==> src/rtl/vec_sig_harness_pkg.sv <==
// Shared types and helpers for the stimulus/signature harness.
// The helpers take full MAX_W-wide operands so a single definition serves
// every register width; callers zero-extend in and cast the result back down.
package harness_pkg;

   localparam int MAX_W = 1024;

   typedef enum logic [1:0] {
      IDLE,
      RUN,
      DRAIN,
      DONE
   } state_t;

   // Galois right-shift step. Zero-extended operands keep the upper bits at
   // zero, so the low W bits of the result are the W-bit step.
   function automatic logic [MAX_W-1:0] galois_step(input logic [MAX_W-1:0] s,
                                                    input logic [MAX_W-1:0] poly);
      return (s >> 1) ^ (s[0] ? poly : '0);
   endfunction

   // XOR of all sig_w-bit slices, LSB aligned. Zero-extension of the data
   // provides the padding of the last partial slice.
   function automatic logic [MAX_W-1:0] fold(input logic [MAX_W-1:0] data,
                                             input int sig_w);
      logic [MAX_W-1:0] acc;
      logic [MAX_W-1:0] mask;
      acc  = '0;
      mask = {MAX_W{1'b1}} >> (MAX_W - sig_w);
      for (int b = 0; b < MAX_W; b += sig_w) begin
         acc = acc ^ ((data >> b) & mask);
      end
      return acc;
   endfunction

endpackage

==> src/rtl/vec_sig_harness_if.sv <==
// Bus between the bench and the harness: run control, DUT vector and
// response, status and signature. The harness takes the slave side.
interface vec_sig_harness_if #(
   parameter int IN_W    = 64,
   parameter int OUT_W   = 474,
   parameter int SIG_W   = 32,
   parameter int NUM_VEC = 21
);
   localparam int VW = $clog2(NUM_VEC + 1);

   logic             start;
   logic             abort;
   logic [IN_W-1:0]  seed;
   logic [IN_W-1:0]  dut_in;
   logic [OUT_W-1:0] dut_out;
   logic             busy;
   logic             done;
   logic [VW-1:0]    vec_idx;
   logic [SIG_W-1:0] signature;

   modport master (
      output start, abort, seed, dut_out,
      input  dut_in, busy, done, vec_idx, signature
   );

   modport slave (
      input  start, abort, seed, dut_out,
      output dut_in, busy, done, vec_idx, signature
   );

endinterface

==> src/rtl/vec_sig_harness_galois_reg.sv <==
// Galois shift register with an injection input: with inject tied to zero
// it is a plain LFSR, with inject driven it behaves as a MISR.
module galois_reg
   import harness_pkg::*;
#(
   parameter int            W    = 8,
   parameter logic [W-1:0]  POLY = '1
) (
   input  logic         clk,
   input  logic         rst,
   input  logic         clear,
   input  logic         load,
   input  logic         step,
   input  logic [W-1:0] load_val,
   input  logic [W-1:0] inject,
   output logic [W-1:0] q
);

   // Clear has priority over load, load over a step; otherwise hold.
   always_ff @(posedge clk or posedge rst) begin
      if (rst) begin
         q <= '0;
      end else if (clear) begin
         q <= '0;
      end else if (load) begin
         q <= load_val;
      end else if (step) begin
         q <= W'(galois_step(MAX_W'(q), MAX_W'(POLY))) ^ inject;
      end
   end

endmodule

==> src/rtl/vec_sig_harness.sv <==
// Stimulus/signature harness: drives a run of pseudo-random vectors into a
// DUT and compacts the responses into a MISR signature.
module vec_sig_harness
   import harness_pkg::*;
#(
   parameter int               IN_W       = 64,
   parameter int               OUT_W      = 474,
   parameter int               SIG_W      = 32,
   parameter int               NUM_VEC    = 21,
   parameter int               LAT        = 0,
   parameter logic [IN_W-1:0]  POLY       = IN_W'(64'hD800000000000000),
   parameter logic [SIG_W-1:0] SIG_POLY   = SIG_W'(32'h82608EDB),
   parameter bit               ZERO_FIRST = 1'b1
) (
   input logic              clk,
   input logic              rst,
   vec_sig_harness_if.slave bus
);

   localparam int VW = $clog2(NUM_VEC + 1);
   localparam int PW = (LAT > 0) ? LAT : 1;
   localparam int CW = (LAT > 1) ? $clog2(LAT) : 1;
   localparam logic [VW-1:0] LAST_IDX   = VW'(NUM_VEC - 1);
   localparam logic [CW-1:0] LAST_DRAIN = CW'((LAT > 0) ? LAT - 1 : 0);

   state_t           state;
   state_t           state_nxt;
   logic [IN_W-1:0]  dut_in_q;
   logic [IN_W-1:0]  seed_nz;
   logic [IN_W-1:0]  lfsr_q;
   logic [IN_W-1:0]  lfsr_load;
   logic [VW-1:0]    idx_q;
   logic [CW-1:0]    drain_q;
   logic [PW-1:0]    valid_pipe;
   logic [SIG_W-1:0] sig_q;
   logic [SIG_W-1:0] folded;
   logic             accept;
   logic             advance;
   logic             valid_now;
   logic             capture;

   assign seed_nz   = (bus.seed == '0) ? IN_W'(1) : bus.seed;
   assign accept    = bus.start && !bus.abort && (state == IDLE || state == DONE);
   assign advance   = (state == RUN) && (idx_q != LAST_IDX) && !bus.abort;
   assign valid_now = (state == RUN);
   assign capture   = ((LAT == 0) ? valid_now : valid_pipe[PW-1]) && !bus.abort;
   assign folded    = SIG_W'(fold(MAX_W'(bus.dut_out), SIG_W));

   // The LFSR always runs one vector ahead of dut_in, so with a non-zero
   // first vector it is preloaded with the seed already stepped once.
   assign lfsr_load = ZERO_FIRST ? seed_nz
                                 : IN_W'(galois_step(MAX_W'(seed_nz), MAX_W'(POLY)));

   // State register.
   always_ff @(posedge clk or posedge rst) begin
      if (rst) begin
         state <= IDLE;
      end else begin
         state <= state_nxt;
      end
   end

   // Next-state logic; abort overrides everything, including start.
   always_comb begin
      state_nxt = state;
      if (bus.abort) begin
         state_nxt = IDLE;
      end else begin
         case (state)
            IDLE, DONE: if (bus.start) state_nxt = RUN;
            RUN:        if (idx_q == LAST_IDX) state_nxt = (LAT > 0) ? DRAIN : DONE;
            DRAIN:      if (drain_q == LAST_DRAIN) state_nxt = DONE;
            default:    state_nxt = IDLE;
         endcase
      end
   end

   // Vector register, index, drain counter and the valid pipe that tags
   // each applied vector until its response reaches dut_out.
   always_ff @(posedge clk or posedge rst) begin
      if (rst) begin
         dut_in_q   <= '0;
         idx_q      <= '0;
         drain_q    <= '0;
         valid_pipe <= '0;
      end else if (bus.abort) begin
         dut_in_q   <= '0;
         idx_q      <= '0;
         drain_q    <= '0;
         valid_pipe <= '0;
      end else begin
         valid_pipe <= (valid_pipe << 1) | PW'(valid_now);
         if (accept) begin
            dut_in_q <= ZERO_FIRST ? '0 : seed_nz;
            idx_q    <= '0;
            drain_q  <= '0;
         end else if (advance) begin
            dut_in_q <= lfsr_q;
            idx_q    <= idx_q + 1'b1;
         end
         if (state == DRAIN) begin
            drain_q <= drain_q + 1'b1;
         end
      end
   end

   galois_reg #(.W(IN_W), .POLY(POLY)) u_lfsr (
      .clk      (clk),
      .rst      (rst),
      .clear    (1'b0),
      .load     (accept),
      .step     (advance),
      .load_val (lfsr_load),
      .inject   ('0),
      .q        (lfsr_q)
   );

   galois_reg #(.W(SIG_W), .POLY(SIG_POLY)) u_misr (
      .clk      (clk),
      .rst      (rst),
      .clear    (accept),
      .load     (1'b0),
      .step     (capture),
      .load_val ('0),
      .inject   (folded),
      .q        (sig_q)
   );

   assign bus.dut_in    = dut_in_q;
   assign bus.busy      = (state == RUN) || (state == DRAIN);
   assign bus.done      = (state == DONE);
   assign bus.vec_idx   = idx_q;
   assign bus.signature = sig_q;

endmodule

==> src/flat_wrapper.sv <==
// flat-port wrapper written by rule: the top's interface ports become plain ports
module vec_sig_harness_flat import harness_pkg::*;
#(
   parameter int               IN_W       = 64,
   parameter int               OUT_W      = 474,
   parameter int               SIG_W      = 32,
   parameter int               NUM_VEC    = 21,
   parameter int               LAT        = 0,
   parameter logic [IN_W-1:0]  POLY       = IN_W'(64'hD800000000000000),
   parameter logic [SIG_W-1:0] SIG_POLY   = SIG_W'(32'h82608EDB),
   parameter bit               ZERO_FIRST = 1'b1
)
  (clk, rst, bus_start, bus_abort, bus_seed, bus_dut_out, bus_dut_in, bus_busy, bus_done, bus_vec_idx, bus_signature);
  vec_sig_harness_if #(.IN_W(IN_W), .OUT_W(OUT_W), .SIG_W(SIG_W), .NUM_VEC(NUM_VEC)) bus_i ();
  input logic clk;
  input logic rst;
  input wire logic [$bits(bus_i.start)-1:0] bus_start;
  input wire logic [$bits(bus_i.abort)-1:0] bus_abort;
  input wire logic [$bits(bus_i.seed)-1:0] bus_seed;
  input wire logic [$bits(bus_i.dut_out)-1:0] bus_dut_out;
  output wire logic [$bits(bus_i.dut_in)-1:0] bus_dut_in;
  output wire logic [$bits(bus_i.busy)-1:0] bus_busy;
  output wire logic [$bits(bus_i.done)-1:0] bus_done;
  output wire logic [$bits(bus_i.vec_idx)-1:0] bus_vec_idx;
  output wire logic [$bits(bus_i.signature)-1:0] bus_signature;
  assign bus_i.start = bus_start;
  assign bus_i.abort = bus_abort;
  assign bus_i.seed = bus_seed;
  assign bus_i.dut_out = bus_dut_out;
  assign bus_dut_in = bus_i.dut_in;
  assign bus_busy = bus_i.busy;
  assign bus_done = bus_i.done;
  assign bus_vec_idx = bus_i.vec_idx;
  assign bus_signature = bus_i.signature;
  vec_sig_harness #(.IN_W(IN_W), .OUT_W(OUT_W), .SIG_W(SIG_W), .NUM_VEC(NUM_VEC), .LAT(LAT), .POLY(POLY), .SIG_POLY(SIG_POLY), .ZERO_FIRST(ZERO_FIRST)) u_core (.clk(clk), .rst(rst), .bus(bus_i));
endmodule
==> config.mk <==
export PLATFORM = sky130hd
export DESIGN_NAME = vec_sig_harness_flat
export DESIGN_NICKNAME = d
export VERILOG_FILES = /design/src/rtl/vec_sig_harness_pkg.sv /design/src/rtl/vec_sig_harness_if.sv /design/src/rtl/vec_sig_harness_galois_reg.sv /design/src/rtl/vec_sig_harness.sv /design/src/flat_wrapper.sv
export SDC_FILE = /design/constraint.sdc
export NUM_CORES = 1
export LEC_CHECK = 0
export ABC_AREA = 0
export ABC_CLOCK_PERIOD_IN_PS = 5500
export BUFFER_PORTS_ARGS = -buffer_cell sky130_fd_sc_hd__buf_2
export CORE_AREA = 2 2 251 253
export CTS_CLUSTER_DIAMETER = 30
export DETAILED_ROUTE_END_ITERATION = 10
export DIE_AREA = 0 0 253 255
export GPL_ROUTABILITY_DRIVEN = 0
export SLEW_MARGIN = 30
export SYNTH_ARGS = -nofsm -noshare
export SYNTH_HDL_FRONTEND = slang
export SYNTH_SLANG_ARGS = --single-unit
==> constraint.sdc <==
create_clock -name clk -period 5.5 [get_ports clk]
set_input_delay 1.1 -clock clk [delete_from_list [all_inputs] [get_ports clk]]
set_output_delay 1.1 -clock clk [all_outputs]
set_load 0.01 [all_outputs]
==> results of run 1 <==
## per-layer routing
metal	routed length, um	share of wire [%]	GRT usage (%)	vias up
met3	4090	8.2	5.38	51
li1	-	-	-	5187
met5	64	0.13	0	-
met2	24700	50	24.9	412
met4	1380	2.8	5.63	10
met1	19600	39	17.2	4909
## worst max-delay path, delay by kind of cell, from the launching register on
kind | cells | cell delay [ns]
multiplexers | 1 | 0.26
flip-flops | 1 | 0.40
adder cells (fa/ha/maj) | 1 | 0.33
buffers and inverters | 2 | 0.66
AND/OR/NAND/NOR | 2 | 0.76
AO/OA/AOI/OAI | 1 | 0.08
## how the worst min path moves through the flow
stage                                          startpoint                         endpoint  slack (ns)
after floorplan           u_core.u_lfsr.q[17]$_DFFE_PP0P_  u_core.u_lfsr.q[17]$_DFFE_PP0P_        0.47
after global placement    u_core.u_lfsr.q[19]$_DFFE_PP0P_  u_core.u_lfsr.q[19]$_DFFE_PP0P_        0.50
after detailed placement  u_core.u_lfsr.q[18]$_DFFE_PP0P_  u_core.u_lfsr.q[18]$_DFFE_PP0P_        0.50
after CTS                 u_core.u_lfsr.q[18]$_DFFE_PP0P_  u_core.u_lfsr.q[18]$_DFFE_PP0P_        0.52
after global routing      u_core.u_lfsr.q[25]$_DFFE_PP0P_  u_core.u_lfsr.q[25]$_DFFE_PP0P_        0.54
final                     u_core.u_lfsr.q[18]$_DFFE_PP0P_  u_core.u_lfsr.q[18]$_DFFE_PP0P_        0.52
## per-stage QoR
| stage | setup slack [ns] | utilization, % | instances |
|---|---|---|---|
| 2_1_floorplan | 2.26 | - | 1219 |
| 3_3_place_gp | 2.30 | 25.1 | 2614 |
| 3_5_place_dp | 2.42 | 25.1 | 2615 |
| 4_1_cts | 2.73 | 26.1 | 2647 |
| 5_1_grt | 2.61 | 26.2 | 2649 |
| 6_report | 2.82 | 26.2 | 2652 |
## synth_stat cells (all sizes together)
| library cell | count |
|---|---|
| ha | 5 |
| clkbuf | 20 |
| nor4 | 17 |
| a21oi | 66 |
| nand3b | 1 |
| nor2 | 10 |
| buf | 35 |
| nand2 | 234 |
| o21ai | 100 |
| nand4b | 1 |
| xor2 | 73 |
| a211oi | 1 |
| inv | 6 |
| a21o | 1 |
| o32ai | 1 |
| a22oi | 3 |
| dfrtp | 168 |
| xnor2 | 395 |
| nand4 | 6 |
| mux2i | 57 |
| and2 | 2 |
| xnor3 | 13 |
| nand2b | 3 |
| o21bai | 1 |
## cell type report
type | instances | area share (%)
inverters | 6 | 0.162
clock inverters | 15 | 1.23
clock buffers | 17 | 2.62
multi-input cells | 990 | 43.5
repair buffers | 652 | 20.4
diodes | 5 | 0.0769
flip-flops and latches | 168 | 25.8
well taps | 799 | 6.15
## power by group
part / total (mW) / internal (mW) / leakage [nW] / switching (mW)
Clock: 1.33 / 0.697 / 0.304 / 0.637
Combinational: 3.03 / 1.37 / 5.13 / 1.66
Sequential: 1.92 / 1.58 / 2.25 / 0.338
Total: 6.28 / 3.65 / 7.68 / 2.63
## flip-flops by register name, indices dropped and copies added, names as in the netlist
signal              flops
u_core.u_lfsr.q        64
u_core.bus.vec_idx      5
u_core.bus.dut_in      64
u_core.state            2
u_core.drain_q          1
u_core.u_misr.q        32
## cell families (layout without fill, tap and decap cells)
logic type               Yosys count  count (layout)  share of synthesized area [%]
AO/OA/AOI/OAI                    173             173                           7.64
XOR/XNOR                         481             481                           37.9
adder cells (fa/ha/maj)            5               5                          0.538
buffers and inverters             61             690                           3.31
flip-flops                       168             168                           36.2
multiplexers                      57              57                           4.91
other                              0               5                              0
AND/OR/NAND/NOR                  274             274                           9.57
==> impl_metrics.toml, run 1 <==
[run_status]
status = "completed"

[pwr]
vdd_drop_max_v = 0.000135
powerDensity_nw_per_um2 = 386
totalPowerFinal_mw = 6.28
p_leak_nw = 7.68

[clock_network]
cts_resized = 0
numCtsBuffers = 17
cts-root-buf = "clkbuf_16"
h-tree-depth = 4
cts_sinks = 168
post_cts_buffers = 0
cts_tree = "built"
clock_latency_ns = 0.49
ctsHoldBuffers = 0
path_clk_slew_ns = 0.08
clock_path_buffers = 2

[yosys]
synth_cell_types = 31
synth_cells = 1219
ys_seq_elements = 168
yosysWarnings = 0
synth_area_um2 = 11600
synth_area_leaders = "dfrtp_1, xnor2_1, nand2_1, xor2_1, mux2i_1"
synth_largest_area_cell = "dfrtp_1"
syn-num-nets = 1766
yosys.area.top_type_share_pct = 36.2
ys_seq_area_share_pct = 36.2
syn_area_per_cell_um2 = 9.53

[final_layout]
nNetsFinal = 2382
final_cell_mix = "buf_2, xnor2_1, nand2_1, dfrtp_1, o21ai_1"
layout_commonest_cell = "buf_2"
drive_gt1_share_pct = 37.7
ff_latch_area_um2 = 4200
fillers = 6817
fin_area_um2 = 16300
multiInputGateArea_um2 = 7080
area_delta_synth_final_pct = 40.0

[drt]
wl_per_cell_um = 18.8
dr.pass1.iters = 5
vias = 10600
totalWireLength_mm = 49.8
vias_per_cell = 3.99
drtIter0Drc = 546
ant_nets = 0
drc = 0

[setup_path]
crit_path_end = "u_core.u_lfsr.q[42]$_DFFE_PP0P_"
required_ns = 5.85
rr_endpoint = "u_core.u_lfsr.q[42]$_DFFE_PP0P_"
crit_chain = "inv_1, ha_1, and2_1, nand2b_4, buf_4, mux2i_1, o21ai_1"
crit_start = "u_core.state[0]$_DFFE_PP0P_"
crit_path_max_incr_delay_ns = 0.60
reg2reg_setup_slack_ns = 2.82
reg2reg_depth = 7
cp-start-kind = "flop"
arrival_ns = 3.03
rr_startpoint = "u_core.state[0]$_DFFE_PP0P_"
critical_path_class = "reg2reg"
cp_max_fo = 35
cpMaxStageDelayCell = "buf_4"
endpoint_kind = "flop"

[timing]
tightest_slew_ns = 1.00
finalCritPeriodShare_pct = 48.6
period_needed_ns = 2.68
finalHoldViolations = 0
hold_slack_ns = 0.515
fmax_mhz = 374
finalClockSkew_ns = 0.0195
setup-tns-final_ns = 0
setup_viol = 0
slew_violations = 0
slew_headroom_pct = 32.7
rsz0062_at_grt = "no"

[floorplan]
floorplan.die.height_um = 255
die_area_um2 = 64500
fp.dieW_um = 253
io_pins = 645
core_um2 = 62200
num_rows = 92
initial_utilization_pct = 18.7

[global_routing]
antenna_found_initial = 13
grt_overflow = 0
grt_pass1_vias = 10000
grt_pass1_wl_mm = 67.3
grt.total_usage_pct = 14.8
grt_max_degree = 146

[worst_hold_path]
hold_class = "reg2reg"
whs_path_depth = 2

[place]
placed_area_um2 = 15600
io_buffers = 644
hpwl_mm = 42.3

[run]
drv_cap = 0
Power figures use the tool's default switching activity.
==> inputs of run 2 (changes only) <==
--- a/config.mk
+++ b/config.mk
@@ -5,13 +5,13 @@
 export SDC_FILE = /design/constraint.sdc
 export NUM_CORES = 1
 export LEC_CHECK = 0
-export ABC_AREA = 0
-export ABC_CLOCK_PERIOD_IN_PS = 5500
+export ABC_AREA = 1
+export ABC_CLOCK_PERIOD_IN_PS = 2150
 export BUFFER_PORTS_ARGS = -buffer_cell sky130_fd_sc_hd__buf_2
-export CORE_AREA = 2 2 251 253
+export CORE_AREA = 2 2 249 251
 export CTS_CLUSTER_DIAMETER = 30
 export DETAILED_ROUTE_END_ITERATION = 10
-export DIE_AREA = 0 0 253 255
+export DIE_AREA = 0 0 251 253
 export GPL_ROUTABILITY_DRIVEN = 0
 export SLEW_MARGIN = 30
 export SYNTH_ARGS = -nofsm -noshare
==> constraint.sdc (replaced) <==
create_clock -name clk -period 2.15 [get_ports clk]
set_input_delay 0.43 -clock clk [delete_from_list [all_inputs] [get_ports clk]]
set_output_delay 0.43 -clock clk [all_outputs]
set_load 0.01 [all_outputs]
==> impl_metrics.toml, run 2 <==
[run_status]
status = "completed"

[yosys]
synth_cell_types = 29
async_flop_share_pct = 100
synthFlopType = "dfrtp_1"
ys_seq_area_share_pct = 28.0
yosysWarnings = 0
synth_area_um2 = 15000
syn-num-nets = 3107
yosys.area.top_type_share_pct = 28.0
synth_largest_area_cell = "dfrtp_1"
synth-edff-count = 0
ys_seq_elements = 168
synth_cells = 2560
synth_top_cells_by_count = "nand2_1, inv_1, nand3_1"
syn_area_per_cell_um2 = 5.87
synth_area_leaders = "dfrtp_1, nand2_1, inv_1, nand3_1, xor2_1"
yosysMostFrequentCell = "nand2_1"

[setup_path]
path_buf_inv = 3
crit_path_max_incr_delay_ns = 0.38
cp_max_fo = 36
cp-start-kind = "flop"
crit_chain = "inv_1, ha_1, nand2_1, nor2_4, inv_2, buf_4, nor2_1, o21ai_0, o21ai_0"
arrival_ns = 2.27
crit_path_frequent_cell = "o21ai_0"
endpoint_kind = "flop"
cp_top_family = "buffers and inverters"
critical_path_class = "reg2reg"
cpMaxStageDelayCell = "dfrtp_1"
required_ns = 2.49

[run]
drv_cap = 0

[final_layout]
area_delta_synth_final_pct = 33.2
nNetsFinal = 3741
final_core_utilization_pct = 32.8
fillers = 6819
final_cells = 4004
fin_area_um2 = 20000
ff_latch_area_um2 = 4200
multiInputGateArea_um2 = 8720
layout_commonest_cell = "nand2_1"
final_cell_mix = "nand2_1, buf_2, inv_1, nand3_1, dfrtp_1"
drive_gt1_share_pct = 22.8

[timing]
tightest_slew_ns = 0.627
finalHoldViolations = 0
hold_slack_ns = 0.0261
setup_viol = 0
finalClockSkew_ns = 0.0155
finalCritPeriodShare_pct = 90.1
slew_violations = 0
slew_headroom_pct = 58.1
rsz0062_at_grt = "no"
fmax_mhz = 516
period_needed_ns = 1.94

[clock_network]
h-tree-depth = 4
clock_path_buffers = 2
clock_latency_ns = 0.48
cts_resized = 0
cts_sinks = 168
cts_tree = "built"
post_cts_buffers = 0
numCtsBuffers = 17
path_clk_slew_ns = 0.08
cts-root-buf = "clkbuf_16"
ctsHoldBuffers = 0

[global_routing]
grt_overflow = 0
grt_max_degree = 60
grt.total_usage_pct = 17.1
antenna_found_initial = 11
grt_pass1_vias = 16100
grt_pass1_wl_mm = 84.2

[floorplan]
floorplan.die.height_um = 253
die_area_um2 = 63500
num_rows = 91
io_pins = 645
core_um2 = 61000
initial_utilization_pct = 24.6
fp.dieW_um = 251

[pwr]
pwr-share-clk_pct = 20.7
intPower_mw = 8.95
p_seq_share_pct = 32.0
p_sw_mw = 7.36
powerDensity_nw_per_um2 = 816
switching_share_pct = 45.1
p_leak_nw = 12.7
vdd_drop_max_v = 0.000462
p_comb_share_pct = 47.3

[drt]
vias = 17100
dr.pass1.iters = 6
vias_per_cell = 4.26
wl_per_cell_um = 13.7
totalWireLength_mm = 54.9
drtIter0Drc = 928
drc = 0
ant_nets = 0

[place]
dpl.cell_count = 3965
hpwl_mm = 45.3
placed_area_um2 = 19300
io_buffers = 644

[worst_hold_path]
hold_class = "in2async"
## run 2: changes by cell type after synthesis, sizes merged, moves of 9 or more
cell / previous run / this run
nand2: 234 / 1028
or2: 0 / 16
mux2i: 57 / 0
nor2: 10 / 136
nand3b: 1 / 73
xnor3: 13 / 0
nor4: 17 / 8
xor2: 73 / 105
xnor2: 395 / 41
o21ai: 100 / 88
nand3: 0 / 228
a22oi: 3 / 35
inv: 6 / 493
## run 2: through the flow
stage / total power, mW / setup TNS [ns] / setup WS [ns]
final: 16.3 / 0 / 0.213
after CTS: 16.5 / 0 / 0.205
after floorplan: 9.94 / -70.68 / -0.421
after global placement: 12.9 / 0 / 0.325
after global routing: 17.8 / 0 / 0.0628
after detailed placement: 13.1 / 0 / 0.263
## run 2: cells by family after synthesis
| group | count (synthesis) | share of synthesized area [%] |
|---|---|---|
| XOR/XNOR | 146 | 8.52 |
| adder cells (fa/ha/maj) | 5 | 0.417 |
| AND/OR/NAND/NOR | 1502 | 42.0 |
| flip-flops | 168 | 28.0 |
| buffers and inverters | 549 | 14.0 |
| AO/OA/AOI/OAI | 190 | 7.02 |
## run 2: power by group through the flow
stage                     registers, mW  clock network (mW)  logic [mW]
after floorplan                    5.23                   0        4.71
after global placement             5.28                   0        7.63
after detailed placement           5.28                   0        7.78
after CTS                          5.23                3.51        7.81
after global routing               5.37                3.62        8.83
final                              5.23                3.38        7.71
## run 2: area by class of cell
cell class / count / area share (%)
Sequential cell: 168 / 21.0
Timing Repair Buffer: 671 / 17.9
Inverter: 493 / 9.27
Clock buffer: 17 / 2.13
Antenna cell: 7 / 0.0876
Multi-Input combinational cell: 1843 / 43.6
Clock inverter: 15 / 1.06
Tap cell: 790 / 4.94
## run 2: path summary, 6_finish.rpt
path | startpoint | end | slack [ns] | cells after the start
min reg2reg | u_core.bus.dut_in[55]$_DFFE_PP0P_ | u_core.bus.dut_in[55]$_DFFE_PP0P_ | 0.51 | 2
max | u_core.state[0]$_DFFE_PP0P_ | u_core.u_lfsr.q[9]$_DFFE_PP0P_ | 0.21 | 9
max reg2reg | u_core.state[0]$_DFFE_PP0P_ | u_core.u_lfsr.q[9]$_DFFE_PP0P_ | 0.21 | 9
max in group asynchronous | rst | u_core.u_misr.q[17]$_DFFE_PP0P_ | 1.48 | 3
min in group clk | bus_seed[3] | u_core.u_lfsr.q[3]$_DFFE_PP0P_ | 0.20 | 3
min | rst | u_core.bus.dut_in[5]$_DFFE_PP0P_ | 0.03 | 2
## run 2: routing by layer
layer	global-route usage (%)	vias up	routed length, um
met5	0	-	35
met4	5.94	6	1620
met3	3.88	86	3420
met2	30.1	502	26100
met1	20.3	7427	23600
li1	-	9031	-
